File: src/rtl/mem_arb_pkg.sv
// Shared types and constants for the unified memory-port arbiter.
// Used by mem_port_arbiter and mem_arb_pick.
package mem_arb_pkg;

    typedef enum logic [1:0] {
        IDLE   = 2'd0,
        ACCESS = 2'd1,
        DONE   = 2'd2
    } state_e;

    localparam logic SEL_IF = 1'b0;
    localparam logic SEL_DM = 1'b1;

    localparam int LAT_CNT_W = 4;
    localparam int STREAK_W  = 3;

endpackage

File: src/rtl/mem_arb_pick.sv
// Combinational grant decision between IF and DM; DM wins ties unless the
// fairness path (FAIR_EN) sees IF has waited through a full DM streak.
module mem_arb_pick
    import mem_arb_pkg::*;
#(
    parameter bit FAIR_EN = 1'b0
) (
    input  logic                if_req_i,
    input  logic                dm_req_i,
    input  logic [STREAK_W-1:0] streak_i,
    input  logic [STREAK_W-1:0] max_streak_i,
    output logic                grant_o
);

    logic fair_win;

    assign fair_win = FAIR_EN && if_req_i && (streak_i == max_streak_i);

    always_comb begin
        grant_o = SEL_IF;
        if (fair_win) begin
            grant_o = SEL_IF;
        end else if (dm_req_i) begin
            grant_o = SEL_DM;
        end
    end

endmodule

File: src/rtl/mem_port_arbiter.sv
// Shares one 32-bit memory port between instruction fetch and load/store.
// Define MEM_ARB_FAIR_EN to bound how long IF can be starved by DM.
//
// state  | meaning
// IDLE   | waiting for a request; grant decided and latched here
// ACCESS | memory busy for MEM_LAT cycles, mem_en on the first one
// DONE   | one-cycle ack to the granted requester, rdata valid
module mem_port_arbiter
    import mem_arb_pkg::*;
#(
    parameter int MEM_LAT    = 2,
    parameter int MAX_STREAK = 4
) (
    input  logic        clk,
    input  logic        rst,
    input  logic        if_req,
    input  logic [31:0] if_addr,
    output logic        if_ack,
    input  logic        dm_req,
    input  logic        dm_we,
    input  logic [31:0] dm_addr,
    input  logic [31:0] dm_wdata,
    output logic        dm_ack,
    output logic [31:0] rdata,
    output logic        mem_en,
    output logic        mem_we,
    output logic        mem_sel,
    output logic [31:0] mem_wdata,
    input  logic [31:0] mem_rdata
);

    localparam logic [LAT_CNT_W-1:0] LAT_LOAD   = LAT_CNT_W'(MEM_LAT - 1);
    localparam logic [STREAK_W-1:0]  STREAK_MAX = STREAK_W'(MAX_STREAK);

    state_e                 state_q, state_d;
    logic [LAT_CNT_W-1:0]   cnt_q, cnt_d;
    logic                   sel_q, sel_d;
    logic                   we_q, we_d;
    logic                   en_q, en_d;
    logic [31:0]            wdata_q, wdata_d;
    logic [31:0]            rdata_q, rdata_d;
    logic [STREAK_W-1:0]    streak_q;
    logic                   grant;

    // Addresses are steered by the external selector driven from mem_sel.
    logic unused_addr;
    assign unused_addr = ^{if_addr, dm_addr};

`ifdef MEM_ARB_FAIR_EN
    localparam bit FAIR_EN = 1'b1;
    logic [STREAK_W-1:0] streak_d;

    always_comb begin
        streak_d = streak_q;
        if (state_q == IDLE) begin
            if (!if_req || grant == SEL_IF) begin
                streak_d = '0;
            end else if (streak_q != '1) begin
                streak_d = streak_q + 1'b1;
            end
        end
    end

    always_ff @(posedge clk) begin
        if (rst) begin
            streak_q <= '0;
        end else begin
            streak_q <= streak_d;
        end
    end
`else
    localparam bit FAIR_EN = 1'b0;
    assign streak_q = '0;
`endif

    mem_arb_pick #(
        .FAIR_EN (FAIR_EN)
    ) u_pick (
        .if_req_i     (if_req),
        .dm_req_i     (dm_req),
        .streak_i     (streak_q),
        .max_streak_i (STREAK_MAX),
        .grant_o      (grant)
    );

    always_comb begin
        state_d = state_q;
        cnt_d   = cnt_q;
        sel_d   = sel_q;
        we_d    = we_q;
        en_d    = 1'b0;
        wdata_d = wdata_q;
        rdata_d = rdata_q;
        case (state_q)
            IDLE: begin
                if (if_req || dm_req) begin
                    state_d = ACCESS;
                    cnt_d   = LAT_LOAD;
                    en_d    = 1'b1;
                    sel_d   = grant;
                    we_d    = (grant == SEL_DM) && dm_we;
                    if (grant == SEL_DM) begin
                        wdata_d = dm_wdata;
                    end
                end
            end
            ACCESS: begin
                if (cnt_q == '0) begin
                    state_d = DONE;
                    if (!we_q) begin
                        rdata_d = mem_rdata;
                    end
                end else begin
                    cnt_d = cnt_q - 1'b1;
                end
            end
            DONE: begin
                state_d = IDLE;
            end
            default: begin
                state_d = IDLE;
            end
        endcase
    end

    always_ff @(posedge clk) begin
        if (rst) begin
            state_q <= IDLE;
            cnt_q   <= '0;
            sel_q   <= 1'b0;
            we_q    <= 1'b0;
            en_q    <= 1'b0;
            wdata_q <= '0;
            rdata_q <= '0;
        end else begin
            state_q <= state_d;
            cnt_q   <= cnt_d;
            sel_q   <= sel_d;
            we_q    <= we_d;
            en_q    <= en_d;
            wdata_q <= wdata_d;
            rdata_q <= rdata_d;
        end
    end

    assign if_ack    = (state_q == DONE) && (sel_q == SEL_IF);
    assign dm_ack    = (state_q == DONE) && (sel_q == SEL_DM);
    assign rdata     = rdata_q;
    assign mem_en    = en_q;
    assign mem_we    = we_q;
    assign mem_sel   = sel_q;
    assign mem_wdata = wdata_q;

endmodule

File: config.mk
export PLATFORM = sky130hd
export DESIGN_NAME = mem_port_arbiter
export DESIGN_NICKNAME = d
export VERILOG_FILES = /design/src/rtl/mem_arb_pkg.sv /design/src/rtl/mem_arb_pick.sv /design/src/rtl/mem_port_arbiter.sv
export SDC_FILE = /design/constraint.sdc
export NUM_CORES = 1
export LEC_CHECK = 0
export CAP_MARGIN = 5
export CORE_MARGIN = 1.5
export CORE_UTILIZATION = 34
export DETAILED_ROUTE_END_ITERATION = 8
export MAX_ROUTING_LAYER = met4
export PLACE_DENSITY = 0.79
export SETUP_SLACK_MARGIN = 0.15
export SLEW_MARGIN = 20
export SYNTH_ARGS = -nofsm -noshare
export SYNTH_HDL_FRONTEND = slang
export SYNTH_SLANG_ARGS = --single-unit
File: constraint.sdc
create_clock -name clk -period 1.9 [get_ports clk]
set_input_delay 0.38 -clock clk [delete_from_list [all_inputs] [get_ports clk]]
set_output_delay 0.38 -clock clk [all_outputs]
set_load 0.05 [all_outputs]
== After elaboration in Yosys (flattened, before gate mapping) ==
Index checks and enable logic that the tools add are counted.

* Add/subtract/negate cells: 1
* Eq/ne operators: 5
* Muxes and demuxes: 8
* Bitwise operators: 3
* Reductions and logical operators: 13

{| class="wikitable"
|+ Operators by type and width
! cell !! count
|-
| $reduce_and A3 Y1 || 3
|-
| $mux W4 || 2
|-
| $pmux W4 S2 || 1
|-
| $ne A2 B2 Y1 const B || 3
|-
| $logic_not A4 Y1 || 1
|-
| $mux W2 || 2
|-
| $pmux W2 S2 || 1
|-
| $reduce_and A2 Y1 || 2
|-
| $sub A4 B1 Y4 const B || 1
|-
| $logic_and A1 B1 Y1 || 3
|-
| $not A1 Y1 || 3
|-
| $eq A2 B1 Y1 const B || 1
|-
| $eq A2 B2 Y1 const B || 1
|-
| $logic_not A2 Y1 || 1
|-
| $mux W1 || 2
|-
| $reduce_bool A2 Y1 || 1
|-
| $reduce_or A2 Y1 || 1
|-
| $logic_or A1 B1 Y1 || 1
|}

* Flip-flop bits (word level): 73
* Word-level logic and storage cells: 37

== Logic depth before layout (Yosys ltp) ==
* Word-level depth: 3
* Gate-level depth with buffers: 7
* Gate-level depth less buffers: 5

== By module ==
Synthesis repeated with hierarchy kept, for this count alone.

* Cell total of the unflattened synthesis: 357
* Area, all modules: 3281.9 um2

{| class="wikitable"
|+ Modules (own cells, without submodules)
! module !! times used !! cells an instance !! area an instance (um2) !! sequential area each (um2)
|-
| mem_port_arbiter || 1 || 356 || 3274.4 || 1461.4
|-
| mem_arb_pick || 1 || 1 || 7.5 || 0.0
|}

== Worst setup path after synthesis ==
OpenSTA, ideal clock, no wires.

* Path type: reg-to-output
* Start: register sel_q, in the netlist mem_sel
* End: output port if_ack
* Arrival: 1.709 ns
* Setup slack: -0.189 ns
* Cell stages (with the launch flop): 2
* Path buffers: 0
* Cells stage by stage: dfxtp_1 > nor3b_1

* Cells in the longest elaborated chain, start to end: 2

{| class="wikitable"
|+ Ends and longest elaborated chain
! what !! line !! source
|-
| start, declared || mem_port_arbiter.sv:37 || <nowiki>logic sel_q, sel_d;</nowiki>
|-
| start signal, assigned || mem_port_arbiter.sv:138 || <nowiki>sel_q <= sel_d;</nowiki>
|-
| $not A1 Y1 || mem_port_arbiter.sv:146 || <nowiki>assign if_ack = (state_q == DONE) && (sel_q == SEL_IF);</nowiki>
|-
| $logic_and A1 B1 Y1 || mem_port_arbiter.sv:146 ||
|-
| end, declared || mem_port_arbiter.sv:18 || <nowiki>output logic if_ack,</nowiki>
|}

Every way passes these cells.

== Worst setup path after layout ==
* Start: register cnt_q[1]
* End: register rdata_q[12], in the netlist rdata[12]

* Cells in the longest elaborated chain, start to end: 2

{| class="wikitable"
|+ Ends and longest elaborated chain
! what !! line !! source
|-
| start, declared || mem_port_arbiter.sv:36 || <nowiki>logic [LAT_CNT_W-1:0] cnt_q, cnt_d;</nowiki>
|-
| start signal, assigned || mem_port_arbiter.sv:137 || <nowiki>cnt_q <= cnt_d;</nowiki>
|-
| $logic_not A4 Y1 || mem_port_arbiter.sv:108 || <nowiki>if (cnt_q == '0) begin</nowiki>
|-
| $reduce_and A3 Y1 (no source line) || - ||
|-
| end signal, assigned || mem_port_arbiter.sv:142 || <nowiki>rdata_q <= rdata_d;</nowiki>
|-
| end, declared || mem_port_arbiter.sv:41 || <nowiki>logic [31:0] rdata_q, rdata_d;</nowiki>
|}

Every way passes these cells.
A chain may end at the register's enable or synchronous reset.

==> impl_metrics.json <==
{
  "status": "finished, final reports clean",
  "postCtsHoldBufs": 0,
  "cts.sinks": 73,
  "vias": 2693,
  "clk_pin_slew_ns": 0.08,
  "path_class": "reg -> reg",
  "core_area_um2": 7850,
  "relSlewSlack_pct": 65.2,
  "fillerInstances": 729,
  "holdWs_ns": 0.454,
  "hpwl_um": 5090,
  "fp-row-count": 32,
  "routed_via_density": 4.65,
  "r2r-start": "cnt_q[1]$_SDFFE_PP0P_",
  "initial_core_util_pct": 35.7,
  "die_x_um": 93.8,
  "multi_input_area_um2": 1240,
  "grt_pass1_vias": 2644,
  "grt_usage_pct": 18.4,
  "gp_congestion": 0.727,
  "cts_root_buf": "clkbuf_8",
  "r2r_cells": 8,
  "drt_pre_antenna_iters": 4,
  "finalHoldViolations": 0,
  "grt_max_degree": 61,
  "die_h_um": 93.8,
  "io_buffer_count": 137,
  "power_mw": 4.06,
  "die_area_um2": 8800,
  "clock.fmax_ghz": 0.566,
  "htreeDepth": 3,
  "post-route-min-period_ns": 1.77,
  "grt_pass1_wl_um": 12400,
  "yosysSeqAreaShare_pct": 52.1,
  "p_leak_nw": 2.03,
  "rsz0062_at_grt": "true",
  "synth-seq-cells": 73,
  "startpoint": "cnt_q[1]$_SDFFE_PP0P_",
  "grt_overflow": 0,
  "drc": 0,
  "antenna_found_initial": 0,
  "ios": 202,
  "cp.arrival_ns": 2.02,
  "synthDistinctLibCells": 30,
  "syn_area_per_cell_um2": 8.52,
  "peakVddDrop_mv": 0.453,
  "ff_latch_area_um2": 1460,
  "layout-drive-gt1-share_pct": 11.5,
  "synthesis.nets": 464,
  "end_kind": "flip-flop",
  "cap_violations": 0,
  "skew_ns": 0.00704,
  "area_growth_pct": 63.2,
  "crit_fanout": 8,
  "clockBufferDepth": 2,
  "synth_area_um2": 2800,
  "tns_ns": 0,
  "worst_setup_path_endpoint": "rdata[12]$_SDFFE_PP0P_",
  "routed_wl_um": 7810,
  "reg2reg_slack_ns": 0.13,
  "yosysWarningCount": 0,
  "utilization_pct": 58.3,
  "slew_violations": 0,
  "clk_latency_ns": 0.33,
  "reg2reg_to": "rdata[12]$_SDFFE_PP0P_",
  "drtIter0Drc": 40,
  "hold_class": "reg -> reg",
  "cts_buffers": 9,
  "ant_nets": 0,
  "cts_tree": "yes",
  "design_area_um2": 4570,
  "power_density_nw_per_um2": 888,
  "setup_viol": 0,
  "fin_crit_sh_pct": 93.0,
  "wl_per_cell_um": 13.5,
  "fin_nets": 608,
  "cp.required_ns": 2.15,
  "tightest_slew_ns": 0.524,
  "synthCells": 329,
  "antenna_cells": 0,
  "start_kind": "flip-flop",
  "placed_area_um2": 4300
}
[cell usage after synthesis]
library cell  instances  share of area (%)
nand2_1             130                 17
dfxtp_1              73                 52
a21oi_1              35                6.3
mux2i_1              32                 11
clkbuf_1             15                2.0
inv_1                 5               0.67
buf_1                 4               0.54
nor2_1                4               0.54
buf_6                 3                1.2
o21ai_0               3               0.54
a211oi_1              2               0.54
ha_1                  2               0.89
nor2b_1               2               0.45
nor3_1                2               0.36
or2_2                 2               0.45
a31o_2                1               0.31
a31oi_1               1               0.22
a41o_1                1               0.36
and3b_1               1               0.31
buf_2                 1               0.18
nand2b_1              1               0.22
nand3_1               1               0.18
nor3_4                1               0.58
nor3b_1               1               0.27
nor3b_2               1               0.45
nor4b_1               1               0.31
o41ai_1               1               0.31
or3b_1                1               0.31
or3b_2                1               0.31
or4_1                 1               0.27
[critical path, cell delays in order (launching register included)]
cell	delay (ns)
dfxtp_2	0.33
inv_2	0.07
ha_4	0.14
or3b_4	0.40
nor3_4	0.18
buf_6	0.15
buf_6	0.10
buf_16	0.13
mux2i_1	0.18
[how the worst min path moves through the flow]
stage	start	endpoint	slack (ns)	cells past startpoint
2_1_floorplan	cnt_q[3]$_SDFFE_PP0P_	cnt_q[3]$_SDFFE_PP0P_	0.47	2
3_3_place_gp	mem_wdata[28]$_SDFFE_PP0P_	mem_wdata[28]$_SDFFE_PP0P_	0.44	2
3_5_place_dp	rdata[24]$_SDFFE_PP0P_	rdata[24]$_SDFFE_PP0P_	0.45	2
4_1_cts	mem_wdata[17]$_SDFFE_PP0P_	mem_wdata[17]$_SDFFE_PP0P_	0.46	2
5_1_grt	rdata[19]$_SDFFE_PP0P_	rdata[19]$_SDFFE_PP0P_	0.47	2
6_report	mem_wdata[17]$_SDFFE_PP0P_	mem_wdata[17]$_SDFFE_PP0P_	0.45	2
[placed cells by master (no fill, tap or decap), types with 2 or more instances in the layout]
| master | count |
|---|---|
| clkbuf_1 | 2 |
| buf_16 | 3 |
| nand2_1 | 130 |
| buf_4 | 16 |
| a21oi_1 | 35 |
| nor3_1 | 2 |
| dlygate4sd2_1 | 60 |
| buf_12 | 6 |
| or2_2 | 2 |
| inv_2 | 3 |
| inv_1 | 2 |
| dfxtp_1 | 71 |
| buf_6 | 3 |
| mux2i_1 | 32 |
| clkbuf_8 | 10 |
| nor2b_1 | 2 |
| nor2_1 | 4 |
| clkinv_2 | 2 |
| clkdlybuf4s50_1 | 68 |
| o21ai_0 | 3 |
| dfxtp_2 | 2 |
| a211oi_1 | 2 |
[power by group]
group          internal (mW)  switching, mW  total (mW)
logic                  0.523          0.776        1.30
clock network          0.499          0.533        1.03
registers               1.66         0.0715        1.73
[registers in the layout, indices dropped and copies added (netlist names)]
name / flops
mem_we: 1
mem_wdata: 32
state_q: 2
mem_sel: 1
rdata: 32
cnt_q: 4
mem_en: 1
[kinds of logic after synthesis]
kind of cell,count (synthesis),synth area share [%]
AOI/OAI and AO/OA,44,8.53
adders and majority gates,2,0.893
buffers and inverters,28,4.60
DFF,73,52.1
muxes,32,11.4
and+or+nand+nor,150,22.4
[per-layer routing]
layer / vias to the layer above / global-route usage [%] / wire length, um
met5: - / - / 0
met4: 0 / 6.72 / 108
met3: 9 / 5.34 / 589
met2: 102 / 31.4 / 3800
met1: 1225 / 20.4 / 3310
li1: 1357 / - / -
[final cells by class]
type	instances	share of cell area (%)
repair buffers	156	34.2
clock inverters	3	0.383
well taps	102	2.79
multi-input cells	228	27.1
flip-flops and latches	73	32.0
clock buffers	12	3.17
inverters	5	0.410
[per-stage QoR]
step | instances | setup WS [ns]
3_5_place_dp | 552 | 0.0245
2_1_floorplan | 329 | 0.178
6_report | 579 | 0.133
4_1_cts | 577 | 0.0441
3_3_place_gp | 552 | 0.0847
5_1_grt | 579 | 0.0628
[timing repair]
| action | CTS | global route |
|---|---|---|
| cloned | 3 | 0 |
| setup endpoints to repair | 92 | 32 |
| pin swaps | 2 | 1 |
| resized for setup | 71 | 2 |
| setup buffers | 7 | 2 |
No activity file was read; power rests on OpenSTA's default activity.
